File: config.mk
export PLATFORM = sky130hd
export DESIGN_NAME = rtr_rx_deser_flat
export DESIGN_NICKNAME = d
export VERILOG_FILES = /design/src/rtl/rtr_pkg.sv /design/src/rtl/rtr_rx_deser_if.sv /design/src/rtl/rtr_sync_fifo.sv /design/src/rtl/rtr_rx_deser.sv /design/src/flat_wrapper.sv
export SDC_FILE = /design/constraint.sdc
export NUM_CORES = 1
export LEC_CHECK = 0
export ABC_AREA = 1
export ABC_CLOCK_PERIOD_IN_PS = 3070
export CAP_MARGIN = 10
export CORE_ASPECT_RATIO = 1.4
export CORE_MARGIN = 2
export CORE_UTILIZATION = 59
export DETAILED_ROUTE_END_ITERATION = 10
export GPL_TIMING_DRIVEN = 0
export MAX_ROUTING_LAYER = met4
export PLACE_DENSITY_LB_ADDON = 0.15
export SYNTH_ARGS = -nofsm -noshare
export SYNTH_HDL_FRONTEND = slang
export SYNTH_SLANG_ARGS = --single-unit
File: constraint.sdc
create_clock -name clk -period 3.07 [get_ports clk]
set_input_delay 0.7675 -clock clk [delete_from_list [all_inputs] [get_ports clk]]
set_output_delay 0.7675 -clock clk [all_outputs]
set_load 0.1 [all_outputs]
File: src/rtl/rtr_pkg.sv
// Shared types and constants for the serial router receive deserializer.
package rtr_pkg;

  localparam int unsigned ADDR_BITS = 4;
  localparam int unsigned BYTE_BITS = 8;

  typedef enum logic [1:0] {
    StIdle,
    StAddr,
    StPad,
    StPayload
  } rx_state_e;

  typedef struct packed {
    logic [ADDR_BITS-1:0] da;
    logic [BYTE_BITS-1:0] data;
    logic                 sop;
    logic                 eop;
  } fifo_entry_t;

endpackage

File: src/rtl/rtr_rx_deser_if.sv
// Byte stream leaving the deserializer: head-of-FIFO entry with valid/ready handshake.
interface rtr_rx_deser_if;
  import rtr_pkg::*;

  logic [ADDR_BITS-1:0] out_da;
  logic [BYTE_BITS-1:0] out_data;
  logic                 out_sop;
  logic                 out_eop;
  logic                 out_valid;
  logic                 out_ready;

  modport master (
    output out_da, out_data, out_sop, out_eop, out_valid,
    input  out_ready
  );

  modport slave (
    input  out_da, out_data, out_sop, out_eop, out_valid,
    output out_ready
  );

endinterface

File: src/rtl/rtr_sync_fifo.sv
// Single-clock FIFO; a read on a full FIFO frees the slot for a same-cycle write.
module rtr_sync_fifo #(
  parameter int unsigned WIDTH = 8,
  parameter int unsigned DEPTH = 4
) (
  input  logic                       clk,
  input  logic                       reset_n,
  input  logic                       wr_en,
  input  logic [WIDTH-1:0]           wr_data,
  input  logic                       rd_en,
  output logic [WIDTH-1:0]           rd_data,
  output logic                       full,
  output logic                       empty,
  output logic [$clog2(DEPTH):0]     count
);

  localparam int unsigned PtrW = $clog2(DEPTH);
  localparam int unsigned CntW = PtrW + 1;

  logic [WIDTH-1:0] mem_q [DEPTH];
  logic [PtrW-1:0]  wr_ptr_q, rd_ptr_q;
  logic [CntW-1:0]  count_q;
  logic             wr_ok, rd_ok;

  assign full  = (count_q == CntW'(DEPTH));
  assign empty = (count_q == '0);
  assign count = count_q;

  assign rd_ok = rd_en && !empty;
  assign wr_ok = wr_en && (!full || rd_ok);

  // Head is forced to zero when empty so stale entries never leak out.
  assign rd_data = empty ? '0 : mem_q[rd_ptr_q];

  always_ff @(posedge clk) begin
    if (wr_ok) mem_q[wr_ptr_q] <= wr_data;
  end

  always_ff @(posedge clk or negedge reset_n) begin
    if (!reset_n) begin
      wr_ptr_q <= '0;
      rd_ptr_q <= '0;
      count_q  <= '0;
    end else begin
      if (wr_ok) wr_ptr_q <= wr_ptr_q + PtrW'(1);
      if (rd_ok) rd_ptr_q <= rd_ptr_q + PtrW'(1);
      count_q <= count_q + CntW'(wr_ok) - CntW'(rd_ok);
    end
  end

endmodule

File: src/rtl/rtr_rx_deser.sv
// Serial packet receiver: address, pad gap, LSB-first payload bytes pushed into a byte FIFO.
module rtr_rx_deser
  import rtr_pkg::*;
#(
  parameter int unsigned DEPTH      = 4,
  parameter int unsigned PAD_CYCLES = 5
) (
  input  logic           clk,
  input  logic           reset_n,
  input  logic           din,
  input  logic           frame_n,
  input  logic           valid_n,
  output logic           busy_n,
  output logic           out_err,
  rtr_rx_deser_if.master out_if
);

  localparam int unsigned CntW = $clog2(DEPTH) + 1;
  localparam int unsigned BitW = $clog2(BYTE_BITS);
  localparam int unsigned PadW = (PAD_CYCLES > 1) ? $clog2(PAD_CYCLES) : 1;

  rx_state_e            state_q;
  logic [ADDR_BITS-1:0] addr_q;
  logic [BYTE_BITS-1:0] shift_q, shift_d;
  logic [BitW-1:0]      bit_cnt_q;
  logic [PadW-1:0]      pad_cnt_q;
  logic                 sop_q, err_q, busy_q;

  fifo_entry_t          wr_entry, rd_entry;
  logic                 full, empty;
  logic [CntW-1:0]      count, count_nxt;
  logic                 byte_done, rd_fire, wr_accept;

  assign shift_d   = {din, shift_q[BYTE_BITS-1:1]};
  assign byte_done = (state_q == StPayload) && !valid_n && (bit_cnt_q == BitW'(BYTE_BITS - 1));
  assign rd_fire   = !empty && out_if.out_ready;
  assign wr_accept = byte_done && (!full || rd_fire);
  assign count_nxt = count + CntW'(wr_accept) - CntW'(rd_fire);

  assign wr_entry = '{da: addr_q, data: shift_d, sop: sop_q, eop: frame_n};

  rtr_sync_fifo #(
    .WIDTH ($bits(fifo_entry_t)),
    .DEPTH (DEPTH)
  ) u_fifo (
    .clk     (clk),
    .reset_n (reset_n),
    .wr_en   (byte_done),
    .wr_data (wr_entry),
    .rd_en   (out_if.out_ready),
    .rd_data (rd_entry),
    .full    (full),
    .empty   (empty),
    .count   (count)
  );

  always_ff @(posedge clk or negedge reset_n) begin
    if (!reset_n) begin
      state_q   <= StIdle;
      addr_q    <= '0;
      shift_q   <= '0;
      bit_cnt_q <= '0;
      pad_cnt_q <= '0;
      sop_q     <= 1'b0;
      err_q     <= 1'b0;
      busy_q    <= 1'b1;
    end else begin
      err_q  <= 1'b0;
      busy_q <= (count_nxt < CntW'(DEPTH - 1));
      unique case (state_q)
        StIdle: begin
          if (!frame_n) begin
            addr_q[0] <= din;
            bit_cnt_q <= BitW'(1);
            state_q   <= StAddr;
          end
        end
        StAddr: begin
          if (frame_n) begin
            err_q   <= 1'b1;
            state_q <= StIdle;
          end else begin
            addr_q[bit_cnt_q[1:0]] <= din;
            if (bit_cnt_q == BitW'(ADDR_BITS - 1)) begin
              bit_cnt_q <= '0;
              pad_cnt_q <= '0;
              sop_q     <= 1'b1;
              state_q   <= (PAD_CYCLES == 0) ? StPayload : StPad;
            end else begin
              bit_cnt_q <= bit_cnt_q + BitW'(1);
            end
          end
        end
        StPad: begin
          if (frame_n) begin
            err_q   <= 1'b1;
            state_q <= StIdle;
          end else if (pad_cnt_q == PadW'(PAD_CYCLES - 1)) begin
            state_q <= StPayload;
          end else begin
            pad_cnt_q <= pad_cnt_q + PadW'(1);
          end
        end
        StPayload: begin
          // Bit counter wraps 7 -> 0 on byte completion; gap cycles leave it untouched.
          if (!valid_n) begin
            shift_q   <= shift_d;
            bit_cnt_q <= bit_cnt_q + BitW'(1);
          end
          if (byte_done) begin
            sop_q <= 1'b0;
            if (!wr_accept) err_q <= 1'b1;
          end
          // Frame end without a completing bit leaves a partial byte: flag and abandon it.
          if (frame_n) begin
            state_q <= StIdle;
            if (!byte_done) err_q <= 1'b1;
          end
        end
        default: state_q <= StIdle;
      endcase
    end
  end

  assign busy_n  = busy_q;
  assign out_err = err_q;

  assign out_if.out_valid = !empty;
  assign out_if.out_da    = rd_entry.da;
  assign out_if.out_data  = rd_entry.data;
  assign out_if.out_sop   = rd_entry.sop;
  assign out_if.out_eop   = rd_entry.eop;

endmodule

File: src/flat_wrapper.sv
// flat-port wrapper written by rule: the top's interface ports become plain ports
module rtr_rx_deser_flat import rtr_pkg::*;
#(
  parameter int unsigned DEPTH      = 4,
  parameter int unsigned PAD_CYCLES = 5
)
  (clk, reset_n, din, frame_n, valid_n, busy_n, out_err, out_if_out_da, out_if_out_data, out_if_out_sop, out_if_out_eop, out_if_out_valid, out_if_out_ready);
  rtr_rx_deser_if out_if_i ();
  input  logic clk;
  input  logic reset_n;
  input  logic din;
  input  logic frame_n;
  input  logic valid_n;
  output logic busy_n;
  output logic out_err;
  output wire logic [$bits(out_if_i.out_da)-1:0] out_if_out_da;
  output wire logic [$bits(out_if_i.out_data)-1:0] out_if_out_data;
  output wire logic [$bits(out_if_i.out_sop)-1:0] out_if_out_sop;
  output wire logic [$bits(out_if_i.out_eop)-1:0] out_if_out_eop;
  output wire logic [$bits(out_if_i.out_valid)-1:0] out_if_out_valid;
  input wire logic [$bits(out_if_i.out_ready)-1:0] out_if_out_ready;
  assign out_if_out_da = out_if_i.out_da;
  assign out_if_out_data = out_if_i.out_data;
  assign out_if_out_sop = out_if_i.out_sop;
  assign out_if_out_eop = out_if_i.out_eop;
  assign out_if_out_valid = out_if_i.out_valid;
  assign out_if_i.out_ready = out_if_out_ready;
  rtr_rx_deser #(.DEPTH(DEPTH), .PAD_CYCLES(PAD_CYCLES)) u_core (.clk(clk), .reset_n(reset_n), .din(din), .frame_n(frame_n), .valid_n(valid_n), .busy_n(busy_n), .out_err(out_err), .out_if(out_if_i));
endmodule
==> results of run 1 <==
logic make-up after synthesis:
logic type	count (synthesis)	share of synthesized area (%)
AND/OR/NAND/NOR	141	15.27
flip-flops	85	62.42
AO/OA/AOI/OAI	66	8.852
buffers and inverters	47	5.512
adder cells (fa/ha/maj)	20	6.680
XOR/XNOR	3	0.6811
multiplexers	2	0.5836
metrics by stage:
stage / setup WS, ps / hold slack [ps]
detailed placement: -210.4 / 500.2
CTS: 2.441 / 515.6
global route: 33.62 / 532.2
floorplan: -521.3 / 467.5
global placement: -156.8 / 484.1
finish: 176.8 / 518.6
final cells by class:
cell class                      count  area (um^2)
Tap cell                           72        90.09
Buffer                             12        83.83
Multi-Input combinational cell    232         1343
Timing Repair Buffer               27        262.8
Inverter                           35        131.4
Sequential cell                    85         2409
Clock inverter                      2        60.06
Clock buffer                       14        185.2
Fill cell                         435         1689
flip-flops by register name, summed over array words and instances (netlist names):
| name | count |
|---|---|
| u_core.pad_cnt_q | 3 |
| u_core.sop_q | 1 |
| u_core.u_fifo.rd_ptr_q | 2 |
| u_core.bit_cnt_q | 3 |
| u_core.u_fifo.mem_q | 56 |
| u_core.out_err | 1 |
| u_core.shift_q | 7 |
| u_core.addr_q | 4 |
| u_core.state_q | 2 |
| u_core.busy_n | 1 |
| u_core.u_fifo.wr_ptr_q | 2 |
| u_core.u_fifo.count | 3 |
Yosys cell counts, types with 2 or more instances:
library cell	instances
inv_2	3
a21oi_2	2
mux2_2	2
buf_4	2
clkbuf_1	2
inv_1	32
buf_2	5
xnor2_1	2
a21oi_1	17
ha_1	19
o21ai_1	10
nor2_4	2
nor2_1	74
edfxtp_1	56
nand2_1	49
nand4_1	3
nand3_1	7
dfrtp_1	28
o21ai_0	36
buf_6	3
nand2_4	2
routing by layer:
layer / vias to the layer above / share of wire [%]
met5: - / 0
met3: 9 / 3.6
li1: 1280 / -
met2: 52 / 56
met4: 0 / 1.2
met1: 1239 / 39
worst min-delay path, stage by stage (launching register included):
cell and delay, ps:
dfrtp_1 370, nand2_1 60, nand2_1 50
final timing paths:
| path | startpoint | end | slack [ps] |
|---|---|---|---|
| setup / recovery | u_core.u_fifo.count[1] | out_if_out_data[3] | 180 |
| hold / removal | u_core.pad_cnt_q[1] | u_core.pad_cnt_q[1] | 520 |
| setup reg to reg | u_core.bit_cnt_q[1] | u_core.busy_n | 650 |
| hold reg to reg | u_core.pad_cnt_q[1] | u_core.pad_cnt_q[1] | 520 |
| max in group asynchronous | reset_n | u_core.busy_n | 1630 |
| min in group asynchronous | reset_n | u_core.u_fifo.count[1] | 840 |
what timing repair did:
action,in CTS,in global routing
setup endpoints to repair,14,10
hold endpoints to repair,0,0
gates cloned,0,0
gates resized for setup,52,11
buffers inserted,0,0
==> results.py, run 1 <==
metrics = {
    "final_layout": {
        "fin_util_pct": 72.99,
        "drive_above_1_share_pct": 16.95,
        "instances_no_fill": 479,
        "diodes": 0,
        "stdcell_area_um2": 4564,
        "area_delta_synth_final_pct": 18.29,
        "layout_common_cells": "nor2_1 (74), edfxtp_1 (56), nand2_1 (49), o21ai_0 (36), inv_1 (32)",
        "layout_commonest_cell": "nor2_1",
        "nets": 428,
    },
    "routing": {
        "drc": 0,
        "drt_first_pass_iters": 4,
        "first_iter_violations": 308,
        "wirelength_um": 7493,
        "post_drt_wl_per_cell_um": 15.64,
        "final_antenna_net_count": 0,
        "viasPerCell": 5.386,
        "num_vias": 2580,
    },
    "logic_synthesis": {
        "ys_ff_latch": 85,
        "postSynth.asyncResetShare_pct": 34.12,
        "synth_top_cell_area_share_pct": 43.58,
        "synth_nets": 390,
        "synthTopCellsByArea": "edfxtp_1 (44%), dfrtp_1 (18%), nor2_1 (7.2%)",
        "synthCells": 364,
        "synth.largest_area_cell": "edfxtp_1",
        "synth_cell_types": 29,
        "syn-cell-area_um2": 3859,
        "yosysSeqAreaShare_pct": 62.42,
        "synth_enable_flop_cells": 56,
        "syn_area_per_cell_um2": 10.60,
        "yosys_warnings": 0,
        "synth_ff_type": "edfxtp_1",
    },
    "cts": {
        "worstSkewPairLatency_ps": 350,
        "cts_buffers": 9,
        "ctsHoldBuffers": 0,
        "cts_buffer_depth": 2,
        "path_clk_slew_ps": 80,
        "cts_tree": "done",
        "htree_levels": 3,
        "root_buffer": "clkbuf_8",
        "clock_sinks": 85,
    },
    "critical_path": {
        "crit_path_start_kind": "flop",
        "crit_cells": 6,
        "crit_required_ps": 2300,
        "arrival_ps": 2130,
        "critPathKind": "flop to primary output",
        "ff2ff_path_depth": 12,
        "cp_slowest_cell": "clkdlybuf4s18_2",
        "path_buf_inv": 3,
        "critical_path.cell_chain": "nor2_1 > nand2_1 > inv_1 > buf_4 > a21oi_4 > clkdlybuf4s18_2",
        "cpPeakStageDelay_ps": 480,
        "crit_fanout": 10,
        "worst_setup_path_end_kind": "primary output",
        "crit_family": "buffers and inverters",
    },
    "hold_path": {
        "holdPathStages": 2,
        "min_path_type": "flop to flop",
    },
    "global_routing": {
        "met3_usage_pct": 4.863,
        "grt_pass1_vias": 2692,
        "track_usage_pct": 24.13,
        "grt_busiest_layer": "met2",
        "grtUsageMet2_pct": 42.13,
        "use_met1_pct": 26.25,
        "grt_max_degree": 18,
        "grt-ovfl-total": 0,
        "antenna_found_initial": 0,
        "grt_first_pass_wirelength_um": 12590,
    },
    "sta": {
        "post-route-period-util_pct": 94.24,
        "hold_viol_final": 0,
        "slew_headroom_pct": 35.01,
        "grt_setup_unrepaired": "no",
        "fmax_ghz": 0.3456,
        "fin_skew_ps": 8.385,
        "slew_viol_final": 0,
        "finalSetupViolCount": 0,
        "fin_setup_tns_ps": 0,
        "tightest_slew_ps": 971.8,
        "finalCriticalPeriod_ps": 2893,
    },
    "die": {
        "start_util_pct": 61.70,
        "die_w_um": 72.35,
        "coreArea_um2": 6254,
        "dieHeight_um": 99.69,
        "rows": 34,
        "ios": 23,
        "dieArea_um2": 7212,
    },
    "place": {
        "placed_area_um2": 4347,
        "dp.cells": 463,
        "placement.io_buffers": 22,
        "hpwl_um": 5263,
        "gp_congestion": 0.9141,
    },
    "flow_run": {
        "maxCapViolations": 0,
    },
    "status": {
        "outcome": "completed",
    },
}
Power of run 1 is left out: the tool's default activity adds up to more than one toggle a clock period on the data nets, which glitch-free logic cannot reach.
==> run 2: changes to the inputs <==
Settings changed: CORE_ASPECT_RATIO 1.4 to 1.2, GPL_TIMING_DRIVEN 0 to 1, REMOVE_ABC_BUFFERS from default to 1.
==> run 2 against run 1 <==
Effect of this change:
- utilization fell by 1.4 points
- fmax rose by 4.1%
- worst setup slack improved by 110 ps
- register-to-register slack improved by 40 ps
- critical path type unchanged
==> results.py, run 2 (synthesis gave the netlist of run 1 again) <==
metrics = {
    "status": {
        "outcome": "completed",
    },
    "cts": {
        "clock_sinks": 85,
        "cts_buffer_depth": 2,
        "htree_levels": 3,
        "root_buffer": "clkbuf_8",
        "cts_tree": "done",
        "worstSkewPairLatency_ps": 360,
        "cts_setup_buffers": 0,
        "cts_buffers": 9,
        "path_clk_slew_ps": 80,
    },
    "critical_path": {
        "ff2ff_setup_slack_ps": 690,
        "crit_path_start_kind": "flop",
        "arrival_ps": 2010,
        "critPathKind": "flop to primary output",
        "crit_required_ps": 2300,
        "crit_fanout": 14,
        "worst_setup_path_end_kind": "primary output",
    },
    "routing": {
        "final_antenna_net_count": 0,
        "wirelength_um": 7571,
        "drt_first_pass_iters": 4,
        "post_drt_wl_per_cell_um": 15.55,
        "num_vias": 2584,
        "first_iter_violations": 129,
        "viasPerCell": 5.306,
        "drc": 0,
    },
    "global_routing": {
        "grt_first_pass_wirelength_um": 12440,
        "track_usage_pct": 23.77,
        "grt_max_degree": 31,
        "grt_pass1_vias": 2660,
        "antenna_found_initial": 0,
        "grt-ovfl-total": 0,
    },
    "sta": {
        "fin_skew_ps": 16.12,
        "fmax_ghz": 0.3598,
        "finalSetupViolCount": 0,
        "fin_setup_tns_ps": 0,
        "post-route-period-util_pct": 90.54,
        "slew_viol_final": 0,
        "finalCriticalPeriod_ps": 2780,
        "hold_viol_final": 0,
        "slew_headroom_pct": 57.46,
        "grt_setup_unrepaired": "no",
        "tightest_slew_ps": 637.4,
    },
    "die": {
        "rows": 32,
        "die_w_um": 77.83,
        "dieArea_um2": 7206,
        "coreArea_um2": 6366,
        "start_util_pct": 60.61,
        "ios": 23,
        "dieHeight_um": 92.59,
    },
    "final_layout": {
        "drive_above_1_share_pct": 14.68,
        "nets": 423,
        "regMostFlops": "u_core.u_fifo.mem_q",
        "layout_commonest_cell": "nor2_1",
        "layout_common_cells": "nor2_1 (74), edfxtp_1 (56), nand2_1 (49), o21ai_0 (36), inv_1 (32)",
        "top_regs": "u_core.u_fifo.mem_q (56), u_core.shift_q (7), u_core.addr_q (4)",
        "largest_register_ffs": 56,
        "diodes": 0,
        "stdcell_area_um2": 4556,
        "area_delta_synth_final_pct": 18.06,
    },
    "place": {
        "hpwl_um": 4960,
        "gp_congestion": 0.8210,
        "placement.io_buffers": 22,
        "placed_area_um2": 4339,
    },
    "hold_path": {
        "min_path_type": "flop to flop",
    },
    "flow_run": {
        "maxCapViolations": 0,
    },
}
run 2: cell types whose count changed in the layout (fill, tap and decap cells not counted), moves of 3 or more:
cell,delta
clkdlybuf4s50_1,-3
a21oi_4,-9
buf_4,+12
clkdlybuf4s15_2,-4
clkdlybuf4s18_2,-3
buf_12,+15
a21oi_1,+10
buf_2,-12
buf_6,-7
run 2: final cells by class:
cell class / count / area (um^2)
fill: 443 / 1810
tap: 85 / 106.4
multi-input combinational: 232 / 1237
sequential: 85 / 2410
inverter: 35 / 131.4
clock buffer: 10 / 127.6
clock inverter: 6 / 87.58
timing repair buffer: 34 / 455.4
run 2: worst max-delay path: stages, from the launching register on:
cell     delay, ps
dfrtp_1        410
nor2_1         210
nand2_1        120
inv_1          490
a21oi_1        190
buf_12         220
run 2: what timing repair did:
action	4_1_cts	5_1_grt
setup endpoints to repair	0	1
hold buffers	0	0
hold endpoints to repair	0	0
resized for setup	0	1
run 2: per-layer routing:
| layer | GRT usage [%] | wire (um) | vias to the layer above |
|---|---|---|---|
| li1 | - | - | 1268 |
| met1 | 25.10 | 2942 | 1246 |
| met2 | 42.82 | 4184 | 59 |
| met3 | 4.776 | 305 | 11 |
| met4 | 10.42 | 139 | 0 |
| met5 | - | 0 | - |
run 2: stage by stage:
stage / hold slack [ps] / instances / util, % / setup slack, ps
after detailed placement: 503.7 / 471 / 68.16 / 213.7
after global placement: 489.2 / 471 / 68.16 / 250.2
after floorplan: 467.5 / 352 / - / -715.9
after global routing: 536.0 / 487 / 71.56 / 169.6
final: 517.6 / 487 / 71.56 / 290.4
after CTS: 514.8 / 487 / 71.54 / 148.9
run 2: final timing paths:
kind | from | endpoint | depth (start not counted)
max | u_core.u_fifo.count[1] | out_if_out_da[1] | 5
min | u_core.pad_cnt_q[1] | u_core.pad_cnt_q[1] | 2
max reg2reg | u_core.bit_cnt_q[1] | u_core.busy_n | 12
min reg2reg | u_core.pad_cnt_q[1] | u_core.pad_cnt_q[1] | 2
max in group asynchronous | reset_n | u_core.busy_n | 2
min in group asynchronous | reset_n | u_core.pad_cnt_q[0] | 2
Power of run 2 is left out for the same reason.
==> run 3: changes to the inputs <==
Settings changed: CORE_ASPECT_RATIO 1.2 to default.
==> run 3 against run 2 <==
Effect of this change:
- worst hold slack improved by 10 ps
- critical endpoint is now out_if_out_eop
- sequential cell count unchanged
- count of clock-buffer cells in the layout is the same
- cell area shrank 1.3%
- wire length down 5.5%
- non-clock buffer count is 1 lower
- global-route usage down 1.2 points
- final cell count down 1.8%
- critical path depth unchanged
==> results.py, run 3 (synthesis gave the netlist of run 1 again) <==
metrics = {
    "hold_path": {
        "holdCritStartpoint": "u_core.pad_cnt_q[1]",
        "min_path_type": "flop to flop",
        "holdPathStages": 2,
        "hold_end": "u_core.pad_cnt_q[1]",
    },
    "die": {
        "coreArea_um2": 6350,
        "start_util_pct": 60.77,
        "ios": 23,
        "dieHeight_um": 84.87,
        "rows": 29,
        "dieArea_um2": 7203,
        "die_w_um": 84.87,
    },
    "place": {
        "hpwl_um": 4720,
        "pre_cts_ws_ps": 137.2,
        "gp_congestion": 0.8840,
        "placement.io_buffers": 22,
    },
    "cts": {
        "cts_setup_buffers": 0,
        "worstSkewPairLatency_ps": 350,
        "root_buffer": "clkbuf_8",
        "ctsHoldBuffers": 0,
        "cts_resized": 0,
        "cts_buffer_depth": 2,
        "clock_sinks": 85,
        "htree_levels": 3,
        "cts_buffers": 9,
        "path_clk_slew_ps": 70,
        "cts_tree": "done",
    },
    "critical_path": {
        "cpPeakStageDelay_ps": 440,
        "path_buf_inv": 2,
        "crit_path_start_kind": "flop",
        "r2r_start": "u_core.bit_cnt_q[0]",
        "arrival_ps": 1890,
        "ff2ff_setup_slack_ps": 600,
        "critPathKind": "flop to primary output",
        "critical_path.cell_chain": "nor2_1 > nand2_1 > inv_1 > a21oi_1 > buf_12",
        "crit_family": "buffers and inverters",
        "cp_slowest_cell": "inv_1",
        "crit_fanout": 14,
        "worst_setup_path_end_kind": "primary output",
        "ff2ff_path_depth": 12,
        "reg2reg_to": "u_core.busy_n",
        "crit_required_ps": 2300,
    },
    "sta": {
        "hold_viol_final": 0,
        "whs_ps": 528.1,
        "post-route-period-util_pct": 86.57,
        "fin_ws_ps": 412.2,
        "finalCriticalPeriod_ps": 2658,
        "slew_headroom_pct": 62.43,
        "fmax_ghz": 0.3763,
        "finalSetupViolCount": 0,
        "fin_setup_tns_ps": 0,
        "slew_viol_final": 0,
        "tightest_slew_ps": 562.9,
        "fin_skew_ps": 11.35,
        "grt_setup_unrepaired": "no",
    },
    "final_layout": {
        "fill_cells": 439,
        "regMostFlops": "u_core.u_fifo.mem_q",
        "drive_above_1_share_pct": 14.21,
        "layout_commonest_cell": "nor2_1",
        "nets": 422,
        "largest_register_ffs": 56,
        "layout_common_cells": "nor2_1 (74), edfxtp_1 (56), nand2_1 (49), o21ai_0 (36), inv_1 (32)",
        "top_regs": "u_core.u_fifo.mem_q (56), u_core.shift_q (7), u_core.addr_q (4)",
        "diodes": 0,
        "area_delta_synth_final_pct": 16.57,
    },
    "global_routing": {
        "grt_first_pass_wirelength_um": 12120,
        "track_usage_pct": 22.56,
        "grt_max_degree": 30,
        "grt_pass1_vias": 2570,
        "antenna_found_initial": 0,
        "grt-ovfl-total": 0,
    },
    "routing": {
        "post_drt_wl_per_cell_um": 14.96,
        "first_iter_violations": 227,
        "viasPerCell": 5.316,
        "num_vias": 2541,
        "drc": 0,
        "wirelength_um": 7151,
        "drt_first_pass_iters": 4,
        "final_antenna_net_count": 0,
    },
    "status": {
        "outcome": "completed",
    },
    "flow_run": {
        "maxCapViolations": 0,
    },
}
==> run 3: routing by layer <==
metal,up-vias,routed length (um),track usage [%]
met5,-,0,-
met4,0,74,7.215
li1,1274,-,-
met3,8,305,4.572
met1,1196,3040,28.37
met2,63,3731,37.22
==> run 3: area by class of cell <==
class | count | area, um^2 | share of cell area (%)
tap | 77 | 96.34 | 2.142
timing repair buffer | 33 | 435.4 | 9.680
clock buffer | 10 | 127.6 | 2.837
inverter | 35 | 131.4 | 2.921
multi-input combinational | 232 | 1237 | 27.51
sequential | 85 | 2409 | 53.55
clock inverter | 6 | 61.31 | 1.363
==> run 3: worst max-delay path by stage <==
stage	from	end	slack [ps]	cells after the start
2_1_floorplan	u_core.u_fifo.count[1]	out_if_out_da[0]	-720	4
5_1_grt	u_core.u_fifo.count[1]	out_if_out_da[2]	250	5
3_3_place_gp	valid_n	u_core.busy_n	240	12
4_1_cts	u_core.u_fifo.count[1]	out_if_out_eop	380	5
6_report	u_core.u_fifo.count[1]	out_if_out_eop	410	5
3_5_place_dp	valid_n	u_core.busy_n	140	12
==> run 3: metrics by stage <==
step	utilization, %	area [um^2]	cells
2_1_floorplan	-	3777	352
3_3_place_gp	67.86	4309	462
5_1_grt	70.84	4498	478
4_1_cts	70.84	4498	478
3_5_place_dp	67.86	4309	462
6_report	70.84	4498	478
==> run 3: worst register-to-register path, cell delays in order (launching register included) <==
cell and delay, ps:
dfrtp_1 400, ha_1 260, ha_1 180, inv_1 70
nor2_4 150, nand2_4 100, ha_1 290, inv_1 40
ha_1 200, fa_1 500, nand2_1 80, inv_1 30
nor2_1 110
Power of run 3 is left out for the same reason.
